==> config.mk <==
export PLATFORM = sky130hd
export DESIGN_NAME = inst_fetch
export DESIGN_NICKNAME = d
export VERILOG_FILES = /design/src/rtl/riscv_pkg.sv /design/src/rtl/fetch_fifo.sv /design/src/rtl/inst_fetch.sv
export SDC_FILE = /design/constraint.sdc
export NUM_CORES = 1
export LEC_CHECK = 0
export ABC_AREA = 0
export BUFFER_PORTS_ARGS = -buffer_cell sky130_fd_sc_hd__buf_2
export CAP_MARGIN = 20
export CORE_ASPECT_RATIO = 1.1
export CORE_UTILIZATION = 58
export CTS_CLUSTER_DIAMETER = 80
export DETAILED_ROUTE_END_ITERATION = 12
export HOLD_SLACK_MARGIN = 0.06
export PLACE_DENSITY = 0.86
export SLEW_MARGIN = 20
export SYNTH_ARGS = -nofsm -noshare
export SYNTH_HDL_FRONTEND = slang
export SYNTH_SLANG_ARGS = --single-unit
==> constraint.sdc <==
create_clock -name clk -period 19.07 [get_ports clk]
set_clock_uncertainty 0.2 [all_clocks]
set_input_delay 2.8605 -clock clk [delete_from_list [all_inputs] [get_ports clk]]
set_output_delay 2.8605 -clock clk [all_outputs]
set_load 0.02 [all_outputs]
==> src/rtl/riscv_pkg.sv <==
// riscv_pkg: shared widths, fetch state encoding and constants
package riscv_pkg;
  localparam int XLEN = 32;
  localparam int INSTR_W = 32;
  localparam logic [INSTR_W-1:0] NOP = 32'h0000_0013;
  typedef enum logic {FETCH = 1'b0, HALT = 1'b1} fetch_state_t;
endpackage

==> src/rtl/fetch_fifo.sv <==
// fetch_fifo: circular fetch buffer with flush taking priority over push and pop
module fetch_fifo #(
  parameter int WIDTH = 64,
  parameter int DEPTH = 2
) (
  input  logic                     clk,
  input  logic                     rst,
  input  logic                     flush,
  input  logic                     push,
  input  logic [WIDTH-1:0]         push_data,
  input  logic                     pop,
  output logic [WIDTH-1:0]         head_data,
  output logic [$clog2(DEPTH):0]   count,
  output logic                     empty,
  output logic                     full
);
  localparam int AW = $clog2(DEPTH);
  localparam int CW = AW + 1;
  logic [WIDTH-1:0] mem [DEPTH];
  logic [AW-1:0] rd_ptr, wr_ptr;
  always_ff @(posedge clk) begin
    if (rst || flush) begin
      rd_ptr <= '0;
      wr_ptr <= '0;
      count  <= '0;
    end else begin
      if (push) wr_ptr <= wr_ptr + 1'b1;
      if (pop) rd_ptr <= rd_ptr + 1'b1;
      count <= count + CW'(push) - CW'(pop);
    end
  end
  always_ff @(posedge clk) if (push && !flush && !rst) mem[wr_ptr] <= push_data;
  assign head_data = mem[rd_ptr];
  assign empty = count == '0;
  assign full = count == CW'(DEPTH);
endmodule

==> src/rtl/inst_fetch.sv <==
// inst_fetch: fetch PC, redirect/fault FSM and fetch buffer feeding decode
module inst_fetch
  import riscv_pkg::*;
#(
  parameter logic [31:0] RESET_PC = 32'h0000_0000,
  parameter int MEM_WORDS = 1024,
  parameter int FIFO_DEPTH = 2
) (
  input  logic        clk,
  input  logic        rst,
  output logic [31:0] imem_addr,
  input  logic [31:0] imem_rdata,
  input  logic        redirect_valid,
  input  logic [31:0] redirect_pc,
  output logic        out_valid,
  input  logic        out_ready,
  output logic [31:0] out_instr,
  output logic [31:0] out_pc,
  output logic        fault,
  output logic [31:0] fault_pc
);
  localparam logic [XLEN-1:0] MEM_BYTES = XLEN'(MEM_WORDS * 4);
  fetch_state_t state;
  logic [XLEN-1:0] fetch_pc;
  logic [XLEN+INSTR_W-1:0] head;
  logic [$clog2(FIFO_DEPTH):0] count;
  logic empty, full, pop, push, flush, legal, room;
  logic unused_count;
  assign unused_count = ^count;
  assign legal = redirect_valid && redirect_pc[1:0] == 2'b00 && redirect_pc < MEM_BYTES;
  assign pop = !empty && out_ready;
  assign room = !full || pop;
  // an illegal redirect while already halted only updates fault_pc; the buffer keeps draining
  assign flush = legal || (redirect_valid && state == FETCH);
  assign push = state == FETCH && !redirect_valid && fetch_pc < MEM_BYTES && room;
  always_ff @(posedge clk) begin
    if (rst) begin
      state    <= FETCH;
      fetch_pc <= RESET_PC;
      fault_pc <= '0;
    end else if (legal) begin
      state    <= FETCH;
      fetch_pc <= redirect_pc;
    end else if (redirect_valid) begin
      state    <= HALT;
      fault_pc <= redirect_pc;
    end else if (state == FETCH && fetch_pc >= MEM_BYTES) begin
      state    <= HALT;
      fault_pc <= fetch_pc;
    end else if (push) begin
      fetch_pc <= fetch_pc + 32'd4;
    end
  end
  fetch_fifo #(.WIDTH(XLEN + INSTR_W), .DEPTH(FIFO_DEPTH)) u_fifo (
    .clk       (clk),
    .rst       (rst),
    .flush     (flush),
    .push      (push),
    .push_data ({fetch_pc, imem_rdata}),
    .pop       (pop),
    .head_data (head),
    .count     (count),
    .empty     (empty),
    .full      (full)
  );
  assign imem_addr = fetch_pc;
  assign fault = state == HALT;
  assign out_valid = !empty;
  assign out_pc = empty ? '0 : head[XLEN+INSTR_W-1:INSTR_W];
  assign out_instr = empty ? '0 : head[INSTR_W-1:0];
endmodule
; Word level (Yosys, flattened, before mapping)
; Memory sizes are Yosys's and may differ from the RTL's. A register that Yosys moved wholly into a read port is not among the register bits.
; Index checks and enable logic that the tools add are counted.
[word_totals]
register_bits = 69
ram_bits = 128
out_inout_bits = 130
word_cells = 59
memories = 1
[op_classes]
addsub = 5
order_cmp = 3
eq_ne = 3
n_mux = 14
bitwise = 2
reduce_logical = 25
[mem_list]
columns = memory, words, width, rd, rd_ports_with_merged_regs, write_ports, line
row1 = u_fifo.mem, 2, 64, 1, 1, 1, fetch_fifo.sv:19  ; logic [WIDTH-1:0] mem [DEPTH];
[op_table]
columns = op, count
row1 = $mux W32, 8
row2 = $lt A32 B13 Y1 const B, 2
row3 = $add A32 B3 Y32 const B, 1
row4 = $ge A32 B13 Y1 const B, 1
row5 = $logic_and A1 B1 Y1, 10
row6 = $mux W1, 6
row7 = $logic_not A1 Y1, 5
row8 = $logic_not A2 Y1, 2
row9 = $reduce_bool A2 Y1, 2
row10 = $logic_or A1 B1 Y1, 3
row11 = $reduce_and A3 Y1, 1
row12 = $add A1 B1 Y1 const B, 2
row13 = $add A2 B1 Y2, 1
row14 = $eq A2 B2 Y1 const B, 1
row15 = $ne A2 B1 Y1 const B, 1
row16 = $ne A2 B2 Y1 const B, 1
row17 = $not A1 Y1, 2
row18 = $reduce_and A2 Y1, 1
row19 = $reduce_or A2 Y1, 1
row20 = $sub A2 B1 Y2, 1

; Logic depth before layout (Yosys ltp)
[logic_depth]
word_depth = 9
mapped_depth = 9
ltp_nobuf = 9

; Modules after synthesis
; From an unflattened synthesis, not the netlist that was laid out.
[unflattened]
cells_unflattened = 593
hier_area_um2 = 8562.0
[modules_own_cells]
columns = module, instances, cells_per_inst, area_each_um2, seq_area_each_um2
row1 = fetch_fifo, 1, 221, 5146.2, 3943.8
row2 = inst_fetch, 1, 372, 3415.8, 1301.2

; Least setup slack after synthesis
; Ideal clock, no wire load.
[synth_timing]
kind = input-to-reg
start = input redirect_valid
end = memory u_fifo.mem[0][0], enable pin
setup_time_ps = 666
t_arrival_ps = 10145
path_slack_ps = 8059
path_stages = 4
n_path_buf = 0
cell_sequence = nor2_1 -> nand4b_4 -> nor2_4 -> nor4b_1
[synth_via]
elab_chain_len = 8
elab_cells_between_ends = 13
classes_between = 2 x mux / 11 x reduce/logical
[synth_lines]
columns = element, line
row1 = start: declaration, inst_fetch.sv:13  ; input logic redirect_valid,
row2 = $logic_not A1 Y1 / $logic_and A1 B1 Y1 (equally long branches), "inst_fetch.sv:35, inst_fetch.sv:30"
row3 = $logic_and A1 B1 Y1 (on tied branches), "inst_fetch.sv:35, inst_fetch.sv:30"
row4 = $logic_and A1 B1 Y1 / $logic_or A1 B1 Y1 (equally long branches), "inst_fetch.sv:35, inst_fetch.sv:34"
row5 = $logic_and A1 B1 Y1 / $logic_not A1 Y1 (equally long branches), "inst_fetch.sv:35, fetch_fifo.sv:32"
row6 = $logic_and A1 B1 Y1 * (2 in a row), fetch_fifo.sv:32  ; always_ff @(posedge clk) if (push && !flush && !rst) mem[wr_ptr] <= push_data;
row7 = $mux W1 *, fetch_fifo.sv:32
row8 = $mux W1 (not written as such) *, fetch_fifo.sv:32
row9 = end: declaration, fetch_fifo.sv:19
; Mark *: on every way between the ends. The rest lies on a longest branch, timed or not.

; Final worst setup path
[layout_timing]
start = input redirect_valid
end = memory u_fifo.mem[1][50], enable pin
; The elaborated chain is that of the path after synthesis.

==> flow_metrics.tcl <==
set metrics [dict create \
    firstDrtPassIters 5 \
    crit_top_cell "sky130_fd_sc_hd__buf_4" \
    post_synth_inst_count 617 \
    global_route_track_usage_on_met3_pct 6.45 \
    vias_per_cell 5.57 \
    cts_sinks 198 \
    tritoncts "built" \
    syn_warnings 0 \
    synth_enable_flop_cells 128 \
    fin_nets 874 \
    finalHoldViolCount 0 \
    share_of_flip_flops_with_an_asynchronous_set_or_reset_after_synthesis_pct 0 \
    cts-root-buf "sky130_fd_sc_hd__clkbuf_16" \
    cell_taking_the_most_area_after_synthesis "sky130_fd_sc_hd__edfxtp_1" \
    syn_avg_cell_area_sq_um 13.3 \
    reg2reg_setup_slack_ps 15670 \
    cp_data_required_time_ps 18940 \
    antenna_found_initial 1 \
    synth_most_common_cell "sky130_fd_sc_hd__edfxtp_1" \
    r2r_end "u_fifo.mem[1][50]" \
    dieArea_sq_um 14600 \
    total_track_usage_pct 25.7 \
    via_count 5594 \
    use_met2_pct 44.0 \
    timing.hold.worst_path_depth 2 \
    power_switching_share_pct 27.3 \
    width_of_the_die_um 115 \
    finalCritPeriodShare_pct 27.3 \
    critical-path-max-stage-delay_ps 520 \
    cts.repair.resized 0 \
    global_route_wire_length_before_repair_mm 27.9 \
    critical_path.cell_chain "buf_2 -> buf_4 -> nor2_1 -> nand4b_4 -> nor2_4 -> nor4bb_4 -> buf_4" \
    grt_pass1_vias 5520 \
    buffer_count_from_post_cts_setup_fixing 0 \
    highest_utilization_routing_layer_at_the_global_route_stage "met2" \
    drt_drc_violations_left 0 \
    cp_launch_type "input port" \
    yosysTopAreaCellShare_pct 47.0 \
    place_congestion 0.774 \
    fin_worst_hold_slack_ps 261 \
    worst-r2r-cell-count 5 \
    syn2layout_area_growth_pct 21.0 \
    std_cell_rows 45 \
    post_cts_hold_buffer_count 0 \
    drt_first_iter_violations 460 \
    p_leak_uw 0.00391 \
    largest_net_degree_at_the_start_of_global_routing 68 \
    pin_count 198 \
    post_synth_main_area_contributors "sky130_fd_sc_hd__edfxtp_1 (47%), sky130_fd_sc_hd__dfxtp_1 (17%), sky130_fd_sc_hd__mux2i_1 (7.8%)" \
    worst_slew_pin_slew_ps 711 \
    power.share.combinational_pct 14.7 \
    status "complete, no violations" \
    timing.setup.tns_ps 0 \
    ys_ff_latch 198 \
    netSwitchingPower_uw 257 \
    worstSetupEndpointType "flip-flop" \
    commonest_cells_in_the_netlist "sky130_fd_sc_hd__edfxtp_1 (128), sky130_fd_sc_hd__nor2_1 (76), sky130_fd_sc_hd__dfxtp_1 (70)" \
    ctsLongestPathBuffers 2 \
    worst_skew_pair.late_latency_ps 430 \
    wire_per_inst_um 18.1 \
    holdCritStartpoint "fault_pc[11]" \
    detailedPlacementHpwl_mm 12.1 \
    synth_sequential_area_ratio_pct 64.2 \
    drv_cap 0 \
    timing.rr.start "imem_addr[12]" \
    holdCritPathClass "flip-flop to flip-flop" \
    timing_max_transition_violations_final 0 \
    rsz0062_at_grt "false" \
    syn_nets 689 \
    worstHoldEndpoint "fault_pc[11]" \
    final_layout_size_suffix_gt1_share_pct 34.6 \
    clk_transition_reported_paths_ps 70 \
    critical_path.slowest_cell "sky130_fd_sc_hd__buf_4" \
    dieHeight_um 127 \
    yosys_most_used_dff "sky130_fd_sc_hd__edfxtp_1" \
    floorplan.initialDensity_pct 59.3 \
    cts_max_level 4 \
    clock_power_share_pct 34.8 \
    globalRouteMet1Util_pct 30.3 \
    worst-setup-path-type "input port to flip-flop" \
    arrival_ps 5080 \
    synthDistinctLibCells 42 \
    setup_viol_count_final 0 \
    max_slew_margin_pct 52.6 \
    path_buf_inv 3 \
    internal-power_uw 684 \
    total_clock_buffers_created_by_cts 17 \
    mappedNetlistArea_sq_um 8180 \
    seq_power_share_pct 50.5 \
    postRouteAntennaNets 0 \
    vdd.ir_drop.worst_uv 47.0 \
    timing.critical_path.fanout_max 67 \
    grt_overflow 0 \
    min_period_ps 5210 \
    max_freq_ghz 0.192 \
    power_density_nw_per_um2 95.1 \
    detail_route.wirelength_mm 18.2 \
    placement.io_buffers 197 \
    design.core.area_sq_um 13800 \
    cpLargestDelayFamily "simple AND/OR/NAND/NOR gates" \
]
area by class of cell:
cell class / instances / area, sq um
antenna: 1 / 2.50
timing repair buffer: 207 / 1080
inverter: 39 / 146
clock buffer: 17 / 425
tap: 188 / 235
multi-input combinational: 339 / 2630
clock inverter: 15 / 118
fill: 953 / 3910
sequential: 198 / 5250
power groups by stage:
stage | Sequential, uW | Clock (uW) | Combinational (uW)
5_1_grt | 476 | 348 | 150
3_3_place_gp | 488 | 0 | 130
4_1_cts | 479 | 331 | 135
3_5_place_dp | 489 | 0 | 135
2_1_floorplan | 490 | 0 | 87.1
6_report | 475 | 327 | 138
registers in the layout, summed over array words and instances, names as in the netlist, named ones only:
register       cells
imem_addr         32
u_fifo.rd_ptr      1
fault              1
fault_pc          32
u_fifo.count       2
u_fifo.wr_ptr      1
u_fifo.mem       128
worst max path at each step:
stage / startpoint / to / slack, ps / cells after the start
6_report: redirect_valid / u_fifo.mem[1][50] / 13860 / 7
4_1_cts: redirect_valid / fault_pc[8] / 13650 / 7
5_1_grt: redirect_valid / u_fifo.mem[0][44] / 13710 / 7
3_3_place_gp: redirect_valid / fault_pc[19] / 13410 / 7
2_1_floorplan: redirect_valid / u_fifo.mem[0][0] / 8060 / 4
3_5_place_dp: redirect_valid / fault_pc[8] / 13200 / 7
placed cells by master (no fill, tap or decap), types with 2 or more instances in the layout:
cell type	count
sky130_fd_sc_hd__nand2b_1	32
sky130_fd_sc_hd__dfxtp_1	69
sky130_fd_sc_hd__buf_4	9
sky130_fd_sc_hd__nor4_2	2
sky130_fd_sc_hd__nor3_1	12
sky130_fd_sc_hd__inv_1	39
sky130_fd_sc_hd__inv_6	7
sky130_fd_sc_hd__and2_1	20
sky130_fd_sc_hd__buf_2	197
sky130_fd_sc_hd__xnor2_1	12
sky130_fd_sc_hd__nor4_1	8
sky130_fd_sc_hd__nor2_4	3
sky130_fd_sc_hd__o2bb2ai_1	6
sky130_fd_sc_hd__clkinv_4	4
sky130_fd_sc_hd__mux2i_1	64
sky130_fd_sc_hd__a221oi_2	30
sky130_fd_sc_hd__nand3_1	6
sky130_fd_sc_hd__clkinv_2	2
sky130_fd_sc_hd__nor2_1	75
sky130_fd_sc_hd__edfxtp_1	128
sky130_fd_sc_hd__ha_1	4
sky130_fd_sc_hd__or2_1	2
sky130_fd_sc_hd__nor2b_1	2
sky130_fd_sc_hd__clkbuf_16	17
sky130_fd_sc_hd__nand4_1	5
sky130_fd_sc_hd__o31ai_1	31
sky130_fd_sc_hd__a221oi_1	2
sky130_fd_sc_hd__a211oi_1	3
sky130_fd_sc_hd__nand2_1	3
sky130_fd_sc_hd__and3_1	2
logic make-up after synthesis:
group,Yosys count,synth area share (%)
buf+inv,80,4.15
mux,64,7.84
xor+xnor,13,1.39
simple gates,182,12.1
compound gates,76,9.78
fa+ha+maj,4,0.612
flops,198,64.2
routing by layer:
layer	wire length (um)	share of wire, %	vias to the layer above
met2	9130	50	233
li1	-	-	2627
met3	1290	7.1	38
met4	424	2.3	2
met5	10	0.055	-
met1	7320	40	2694
through the flow:
stage / total power, uW / instance area (sq um) / utilization, % / setup WS [ps] / instances
2_1_floorplan: 577 / 8180 / - / 8060 / 617
3_3_place_gp: 618 / 9310 / 67.5 / 13410 / 970
3_5_place_dp: 623 / 9310 / 67.5 / 13200 / 970
4_1_cts: 945 / 9850 / 71.4 / 13650 / 1002
5_1_grt: 974 / 9890 / 71.7 / 13710 / 1003
6_report: 941 / 9890 / 71.7 / 13860 / 1004
tightest hold or removal path, delay by kind of cell (launching register included):
kind,cells,cell delay (ps)
flops,1,310
buf+inv,1,60
compound gates,1,50
Power figures use the tool's default switching activity.
